### src/rtl/fifo_wr_arbiter_if.sv
// Bundle of requester-side and FIFO-write-port signals shared by the arbiter.
interface fifo_wr_arbiter_if #(
  parameter int unsigned NUM_REQ    = 4,
  parameter int unsigned DATA_WIDTH = 8
);
  localparam int unsigned GNT_W = $clog2(NUM_REQ);

  logic [NUM_REQ-1:0]            req;
  logic [NUM_REQ*DATA_WIDTH-1:0] req_data;
  logic [NUM_REQ-1:0]            ack;
  logic                          wfull;
  logic                          winc;
  logic [DATA_WIDTH-1:0]         wdata;
  logic                          busy;
  logic [GNT_W-1:0]              gnt_id;

  // Environment side: requesters plus the FIFO full flag.
  modport master (
    output req, req_data, wfull,
    input  ack, winc, wdata, busy, gnt_id
  );

  // Arbiter side.
  modport slave (
    input  req, req_data, wfull,
    output ack, winc, wdata, busy, gnt_id
  );
endinterface

### src/rtl/fifo_wr_arbiter.sv
// Burst-limited round-robin arbiter for the FIFO write port (write-clock domain).
module fifo_wr_arbiter #(
  parameter int unsigned NUM_REQ    = 4,
  parameter int unsigned DATA_WIDTH = 8,
  parameter int unsigned BURST_LEN  = 4,
  localparam int unsigned GNT_W     = $clog2(NUM_REQ)
) (
  input logic              wclk,
  input logic              wrst,
  fifo_wr_arbiter_if.slave bus
);

  localparam int unsigned CNT_W = $clog2(BURST_LEN + 1);

  typedef enum logic [0:0] {StIdle, StGrant} state_e;

  state_e           state_q, state_d;
  logic [GNT_W-1:0] gnt_id_q, gnt_id_d;
  logic [GNT_W-1:0] last_id_q, last_id_d;
  logic [CNT_W-1:0] burst_cnt_q, burst_cnt_d;

  logic [GNT_W-1:0]      scan_base;
  logic [GNT_W-1:0]      cand;
  logic [GNT_W-1:0]      pick_id;
  logic                  pick_found;
  logic                  accept;
  logic                  release_gnt;
  logic [NUM_REQ-1:0]    ack;
  logic                  winc;
  logic [DATA_WIDTH-1:0] wdata;

  // Round-robin pick: scan base+1 .. base+NUM_REQ, so base itself is tried last.
  always_comb begin
    scan_base  = (state_q == StIdle) ? last_id_q : gnt_id_q;
    cand       = '0;
    pick_id    = '0;
    pick_found = 1'b0;
    for (int unsigned k = 1; k <= NUM_REQ; k++) begin
      cand = GNT_W'((32'(scan_base) + k) % NUM_REQ);
      if (!pick_found && bus.req[cand]) begin
        pick_found = 1'b1;
        pick_id    = cand;
      end
    end
  end

  // Next-state and write-port outputs.
  always_comb begin
    state_d     = state_q;
    gnt_id_d    = gnt_id_q;
    last_id_d   = last_id_q;
    burst_cnt_d = burst_cnt_q;
    ack         = '0;
    winc        = 1'b0;
    wdata       = '0;
    accept      = 1'b0;
    release_gnt = 1'b0;
    unique case (state_q)
      StIdle: begin
        if (pick_found) begin
          state_d     = StGrant;
          gnt_id_d    = pick_id;
          burst_cnt_d = '0;
        end
      end
      StGrant: begin
        wdata  = bus.req_data[32'(gnt_id_q) * DATA_WIDTH +: DATA_WIDTH];
        // A full FIFO stalls the burst; the grant is kept.
        accept = bus.req[gnt_id_q] & ~bus.wfull;
        if (accept) begin
          winc          = 1'b1;
          ack[gnt_id_q] = 1'b1;
          burst_cnt_d   = burst_cnt_q + CNT_W'(1);
        end
        release_gnt = !bus.req[gnt_id_q] ||
                      (accept && (burst_cnt_q + CNT_W'(1) == CNT_W'(BURST_LEN)));
        if (release_gnt) begin
          last_id_d   = gnt_id_q;
          burst_cnt_d = '0;
          // Direct hand-over keeps the write stream free of bubbles.
          if (pick_found) begin
            gnt_id_d = pick_id;
          end else begin
            state_d = StIdle;
          end
        end
      end
      default: state_d = StIdle;
    endcase
  end

  // State registers with synchronous reset; requester 0 wins first after reset.
  always_ff @(posedge wclk) begin
    if (wrst) begin
      state_q     <= StIdle;
      gnt_id_q    <= '0;
      last_id_q   <= GNT_W'(NUM_REQ - 1);
      burst_cnt_q <= '0;
    end else begin
      state_q     <= state_d;
      gnt_id_q    <= gnt_id_d;
      last_id_q   <= last_id_d;
      burst_cnt_q <= burst_cnt_d;
    end
  end

  assign bus.ack    = ack;
  assign bus.winc   = winc;
  assign bus.wdata  = wdata;
  assign bus.busy   = (state_q == StGrant);
  assign bus.gnt_id = gnt_id_q;

endmodule

### src/flat_wrapper.sv
// flat-port wrapper written by rule: the top's interface ports become plain ports
module fifo_wr_arbiter_flat 
#(
  parameter int unsigned NUM_REQ    = 4,
  parameter int unsigned DATA_WIDTH = 8,
  parameter int unsigned BURST_LEN  = 4,
  localparam int unsigned GNT_W     = $clog2(NUM_REQ)
)
  (wclk, wrst, bus_req, bus_req_data, bus_wfull, bus_ack, bus_winc, bus_wdata, bus_busy, bus_gnt_id);
  fifo_wr_arbiter_if #(.NUM_REQ(NUM_REQ), .DATA_WIDTH(DATA_WIDTH)) bus_i ();
  input logic wclk;
  input logic wrst;
  input wire logic [$bits(bus_i.req)-1:0] bus_req;
  input wire logic [$bits(bus_i.req_data)-1:0] bus_req_data;
  input wire logic [$bits(bus_i.wfull)-1:0] bus_wfull;
  output wire logic [$bits(bus_i.ack)-1:0] bus_ack;
  output wire logic [$bits(bus_i.winc)-1:0] bus_winc;
  output wire logic [$bits(bus_i.wdata)-1:0] bus_wdata;
  output wire logic [$bits(bus_i.busy)-1:0] bus_busy;
  output wire logic [$bits(bus_i.gnt_id)-1:0] bus_gnt_id;
  assign bus_i.req = bus_req;
  assign bus_i.req_data = bus_req_data;
  assign bus_i.wfull = bus_wfull;
  assign bus_ack = bus_i.ack;
  assign bus_winc = bus_i.winc;
  assign bus_wdata = bus_i.wdata;
  assign bus_busy = bus_i.busy;
  assign bus_gnt_id = bus_i.gnt_id;
  fifo_wr_arbiter #(.NUM_REQ(NUM_REQ), .DATA_WIDTH(DATA_WIDTH), .BURST_LEN(BURST_LEN)) u_core (.wclk(wclk), .wrst(wrst), .bus(bus_i));
endmodule
### config.mk
export PLATFORM = sky130hd
export DESIGN_NAME = fifo_wr_arbiter_flat
export DESIGN_NICKNAME = d
export VERILOG_FILES = /design/src/rtl/fifo_wr_arbiter_if.sv /design/src/rtl/fifo_wr_arbiter.sv /design/src/flat_wrapper.sv
export SDC_FILE = /design/constraint.sdc
export NUM_CORES = 1
export LEC_CHECK = 0
export BUFFER_PORTS_ARGS = -buffer_cell sky130_fd_sc_hd__buf_2
export CORE_UTILIZATION = 40
export CTS_BUF_LIST = sky130_fd_sc_hd__clkbuf_4 sky130_fd_sc_hd__clkbuf_8 sky130_fd_sc_hd__clkbuf_16
export CTS_CLUSTER_SIZE = 25
export DETAILED_ROUTE_END_ITERATION = 8
export GPL_TIMING_DRIVEN = 0
export PLACE_DENSITY = 0.79
export SLEW_MARGIN = 15
export SYNTH_ARGS = -nofsm -noshare
export SYNTH_HDL_FRONTEND = slang
export SYNTH_SLANG_ARGS = --single-unit
### constraint.sdc
create_clock -name wclk -period 2.6 [get_ports wclk]
set_input_delay 0.78 -clock wclk [delete_from_list [all_inputs] [get_ports wclk]]
set_output_delay 0.78 -clock wclk [all_outputs]
set_load 0.01 [all_outputs]
Word level (Yosys, flattened, before mapping)
Index checks and enable logic that the tools add are counted.
{"block": "totals", "output_inout_bits": 16, "inputBits": 39, "elab_cells": 71, "ff_bits": 8}
{"block": "classes", "mux": 36, "eq_ne": 4, "magnitude_cmp": 6, "n_reduce_logical": 12, "n_shift": 1, "bitwise": 3, "addsub": 5}
{"cell": "32-bit by 6-bit variable part select with 8-bit output", "n": 1}
{"cell": "2-bit by 3-bit less-than comparator with 1-bit output, second input constant", "n": 5}
{"cell": "1-bit two-way mux", "n": 14}
{"cell": "2-bit two-way mux", "n": 7}
{"cell": "1-bit binary-select mux with 2-bit select", "n": 5}
{"cell": "3-bit two-way mux", "n": 3}
{"cell": "4-bit two-way mux", "n": 2}
{"cell": "8-bit two-way mux", "n": 1}
{"cell": "3-bit one-hot mux with 2 select lines", "n": 1}
{"cell": "1-bit logical AND", "n": 5}
{"cell": "2-bit by 1-bit adder with 2-bit output, second input constant", "n": 2}
{"cell": "2-bit adder, second input constant", "n": 2}
{"cell": "1-bit logical NOT", "n": 4}
{"cell": "2-bit one-hot mux with 2 select lines", "n": 1}
{"cell": "2-bit AND reduction", "n": 2}
{"cell": "3-bit by 1-bit adder with 3-bit output, second input constant", "n": 1}
{"cell": "3-bit equality test, second input constant", "n": 1}
{"cell": "3-bit != test, second input constant", "n": 1}
{"cell": "1-bit demux with 2-bit select", "n": 1}
{"cell": "2-bit by 1-bit >= comparator with 1-bit output, second input constant", "n": 1}
{"cell": "2-bit by 1-bit != test with 1-bit output, second input constant", "n": 1}
{"cell": "2-bit != test, second input constant", "n": 1}
{"cell": "1-bit inverter", "n": 2}
{"cell": "1-bit one-hot mux with 2 select lines", "n": 1}
{"cell": "2 further kinds", "n": 2}

Logic depth before layout (Yosys ltp)
{"block": "depth", "ltp_word": 17, "mapped_depth": 6, "ltp_nobuf": 6}

Least setup slack after synthesis
Ideal clock, no wire load.
{"block": "synth_timing", "kind": "input to output", "start": "input bus_req[3]", "end": "output bus_ack[3]", "slack_ps": 63, "cell_stages": 4, "t_required_ps": 1820, "n_path_buf": 0, "t_arrival_ps": 1757, "path_cell_list": "mux4_2 nand3b_2 inv_1 and3_1"}
{"block": "synth_via", "elab_chain_cells": 5}
{"element": "from (decl)", "line": "flat_wrapper.sv:13", "rtl": "input wire logic [$bits(bus_i.req)-1:0] bus_req;"}
{"element": "1-bit binary-select mux with 2-bit select", "line": "fifo_wr_arbiter.sv:69", "rtl": "accept = bus.req[gnt_id_q] & ~bus.wfull;"}
{"element": "1-bit two-way mux (implied by the code)", "line": "fifo_wr_arbiter.sv:69"}
{"element": "1-bit AND", "line": "fifo_wr_arbiter.sv:69"}
{"element": "4-bit two-way mux", "line": "fifo_wr_arbiter.sv:70", "rtl": "if (accept) begin"}
{"element": "4-bit two-way mux", "line": "fifo_wr_arbiter.sv:58", "rtl": "unique case (state_q)"}
{"element": "to (decl)", "line": "flat_wrapper.sv:16", "rtl": "output wire logic [$bits(bus_i.ack)-1:0] bus_ack;"}
Every way passes these cells. The select of a mux whose other input is x is not followed.

Final worst setup path
Ends and elaborated chain as after synthesis.

==> metrics <==
status=finished, violations left; failing checks=negative setup slack; Place WS=-0.189 ns; initial antenna violation count=0; max incr delay on CP=roughly 0.52 ns; Lkg Pwr=around 0.59 nW; total power=0.506 mW; fmax=between 300 and 400 MHz; DIE WIDTH=approximately 46 um; Multi-input gate area=567 sq um; post-layout minimum cycle time=approximately 2.6 ns; hold depth=1; drt wl/cell=about 15 um; syn_area_per_cell=between 9 and 10 sq um; relative slew slack=0.471; Setup CP Type=in -> out; total track usage=0.212; largest net degree at the start of global routing=11; row cnt=15; clk_lat worst skew=about 0.26 ns; power density over cell area=417 nW/um^2; fill cell count=142; Storage cell area=about 160 sq um; vias in the first global route=roughly 750; warnings from Yosys=0; post-synthesis sequential area ratio=0.211; Detail Placement HPWL=around 1.8 mm; Initial DRC Count=23; Total Wirelength=roughly 2.4 mm; port buffer count=53; first-pass GRT wire length=around 3.1 mm; fin. max-slew vios=0; critical path cell sequence=buf_8 -> mux4_2 -> nand3b_4 -> inv_2 -> and3_4 -> buf_6; max capacitance violation total=0; R2R depth=6; CP startpoint kind=primary input; DRC viols=0; synthesized flop and latch total=8; drt first pass iters=4; required time of the critical path=approximately 1.8 ns; Peak VDD IR=roughly 0.38 mV; Layout area overhead=59.8%; total core area=1750 sq um; Clock Tree Root=clkbuf_4; period utilization=1.01; Hold Path Class=reg -> reg; Worst setup EP type=output pin; Routed Antenna Nets=0; die area=between 2000 and 2500 sq um; vias post-DR=~890; setup tns final=-0.0189 ns; vias per cell=between 5 and 6; Num Clock Sinks=8; Die Ht=~46 um; gr ovfl total=0; GPL Wtd Cong=between 0.8 and 0.9; CTS tree=built; I/O pins=55; Starting Density=0.435; Clk pin slew, worst setup/hold paths=approximately 0.050 ns; Post-Syn Nets=119; CTS H-Tree Depth=1; Worst Max-Slew Pin Slew=just under 0.8 ns; CTS Buf Count=3; worst-path fanout max=3; Synth Instances=78; final hold viol count=0; layout cells sized above 1=0.603; Arrival @ worst endpoint=1.83 ns; RSZ-0062 raised after global routing=yes; Max clock buf depth=2; Post-Syn Area=around 760 sq um; # diodes=0; CP max stage cell=mux4_2; Worst Clk Skew=~0.0089 ns; worst hold slack=about 0.5 ns; nets=~180; Netlist cell types=26; Final setup viols=2; Worst Slack Setup Final=-0.0134 ns
sequential cells by signal, summed over array words and instances (netlist names):
name,count
u_core.last_id_q,2
u_core.bus.gnt_id,2
u_core.bus.busy,1
u_core.burst_cnt_q,3
metrics by stage:
stage / area (sq um) / cells / util
floorplan: 759 / 78 / -
global placement: 1060 / 156 / 0.605
detailed placement: 1060 / 156 / 0.605
CTS: 1150 / 163 / 0.659
global route: 1210 / 166 / 0.695
finish: 1210 / 166 / 0.695
synthesized netlist by cell type:
cell type  instances  share of area
a31oi_1            1         0.0082
a21oi_1            6          0.040
and3_1             2          0.016
dfxtp_1            8           0.21
nand3_1            1         0.0066
clkbuf_2           1         0.0066
a22o_1             2          0.023
a31oi_4            1          0.028
buf_2              1         0.0066
nand3b_2           1          0.015
inv_1              4          0.020
a311oi_1           1          0.012
nand2b_1           3          0.025
mux4_2             9           0.27
nor3_1             5          0.033
clkbuf_1           4          0.020
ha_1               2          0.033
and2_1             8          0.066
nor3b_1            3          0.030
nor2_1             7          0.035
a21boi_1           1         0.0099
mux2_2             3          0.044
mux2i_1            1          0.013
nor4_1             1         0.0082
buf_6              1          0.015
o31ai_1            1         0.0099
area by class of cell:
| type | count | area share |
|---|---|---|
| clock buffers | 3 | 0.0186 |
| flip-flops and latches | 8 | 0.132 |
| plain buffers | 6 | 0.0330 |
| well taps | 25 | 0.0258 |
| repair buffers | 61 | 0.311 |
| inverters | 4 | 0.0124 |
| multi-input cells | 59 | 0.467 |
worst paths after layout:
check,from,slack (ns),endpoint
setup / recovery,bus_req[3],-0.01,bus_ack[3]
hold / removal,u_core.burst_cnt_q[1],0.49,u_core.burst_cnt_q[1]
setup reg to reg,u_core.bus.gnt_id[0],0.78,u_core.burst_cnt_q[0]
hold reg to reg,u_core.burst_cnt_q[1],0.49,u_core.burst_cnt_q[1]
critical path, delay by kind of cell:
| family | cells | cell delay (ns) |
|---|---|---|
| AND/OR/NAND/NOR | 2 | 0.27 |
| multiplexers | 1 | 0.52 |
| buffers and inverters | 3 | 0.25 |
cells by family (layout without fill, tap and decap cells):
kind of cell	Yosys count	count (layout)	share of synthesized area
and+or+nand+nor	31	31	0.234
AOI/OAI and AO/OA	13	13	0.130
muxes	13	13	0.325
buffers and inverters	11	74	0.0675
DFF	8	8	0.211
adders and majority gates	2	2	0.0329
placed cells by master (no fill, tap or decap), drive strengths merged, types with 2 or more instances in the layout:
master  count
a21oi       6
a22o        2
a31oi       2
and2        8
and3        2
buf        63
clkbuf      7
dfxtp       8
ha          2
inv         4
mux2        3
mux4        9
nand2b      3
nor2        7
nor3        5
nor3b       3
layer usage:
layer	part of all wire	up-vias	track usage
met5	0	-	0
met1	0.37	411	0.228
met2	0.49	53	0.374
met3	0.12	4	0.0556
met4	0.015	0	0.115
li1	-	420	-
timing repair:
action / CTS / global route
gates resized for setup: 12 / 8
hold buffers: 0 / 0
setup endpoints to repair: 9 / 9
cloned: 0 / 0
pin swaps: 2 / 2
setup buffers: 4 / 4
power by group:
part	internal [mW]	switching (mW)	total, mW
Sequential	0.134	0.00990	0.143
Clock	0.0532	0.0476	0.101
Combinational	0.148	0.114	0.262
Total	0.335	0.171	0.506
Power figures use the tool's default switching activity.
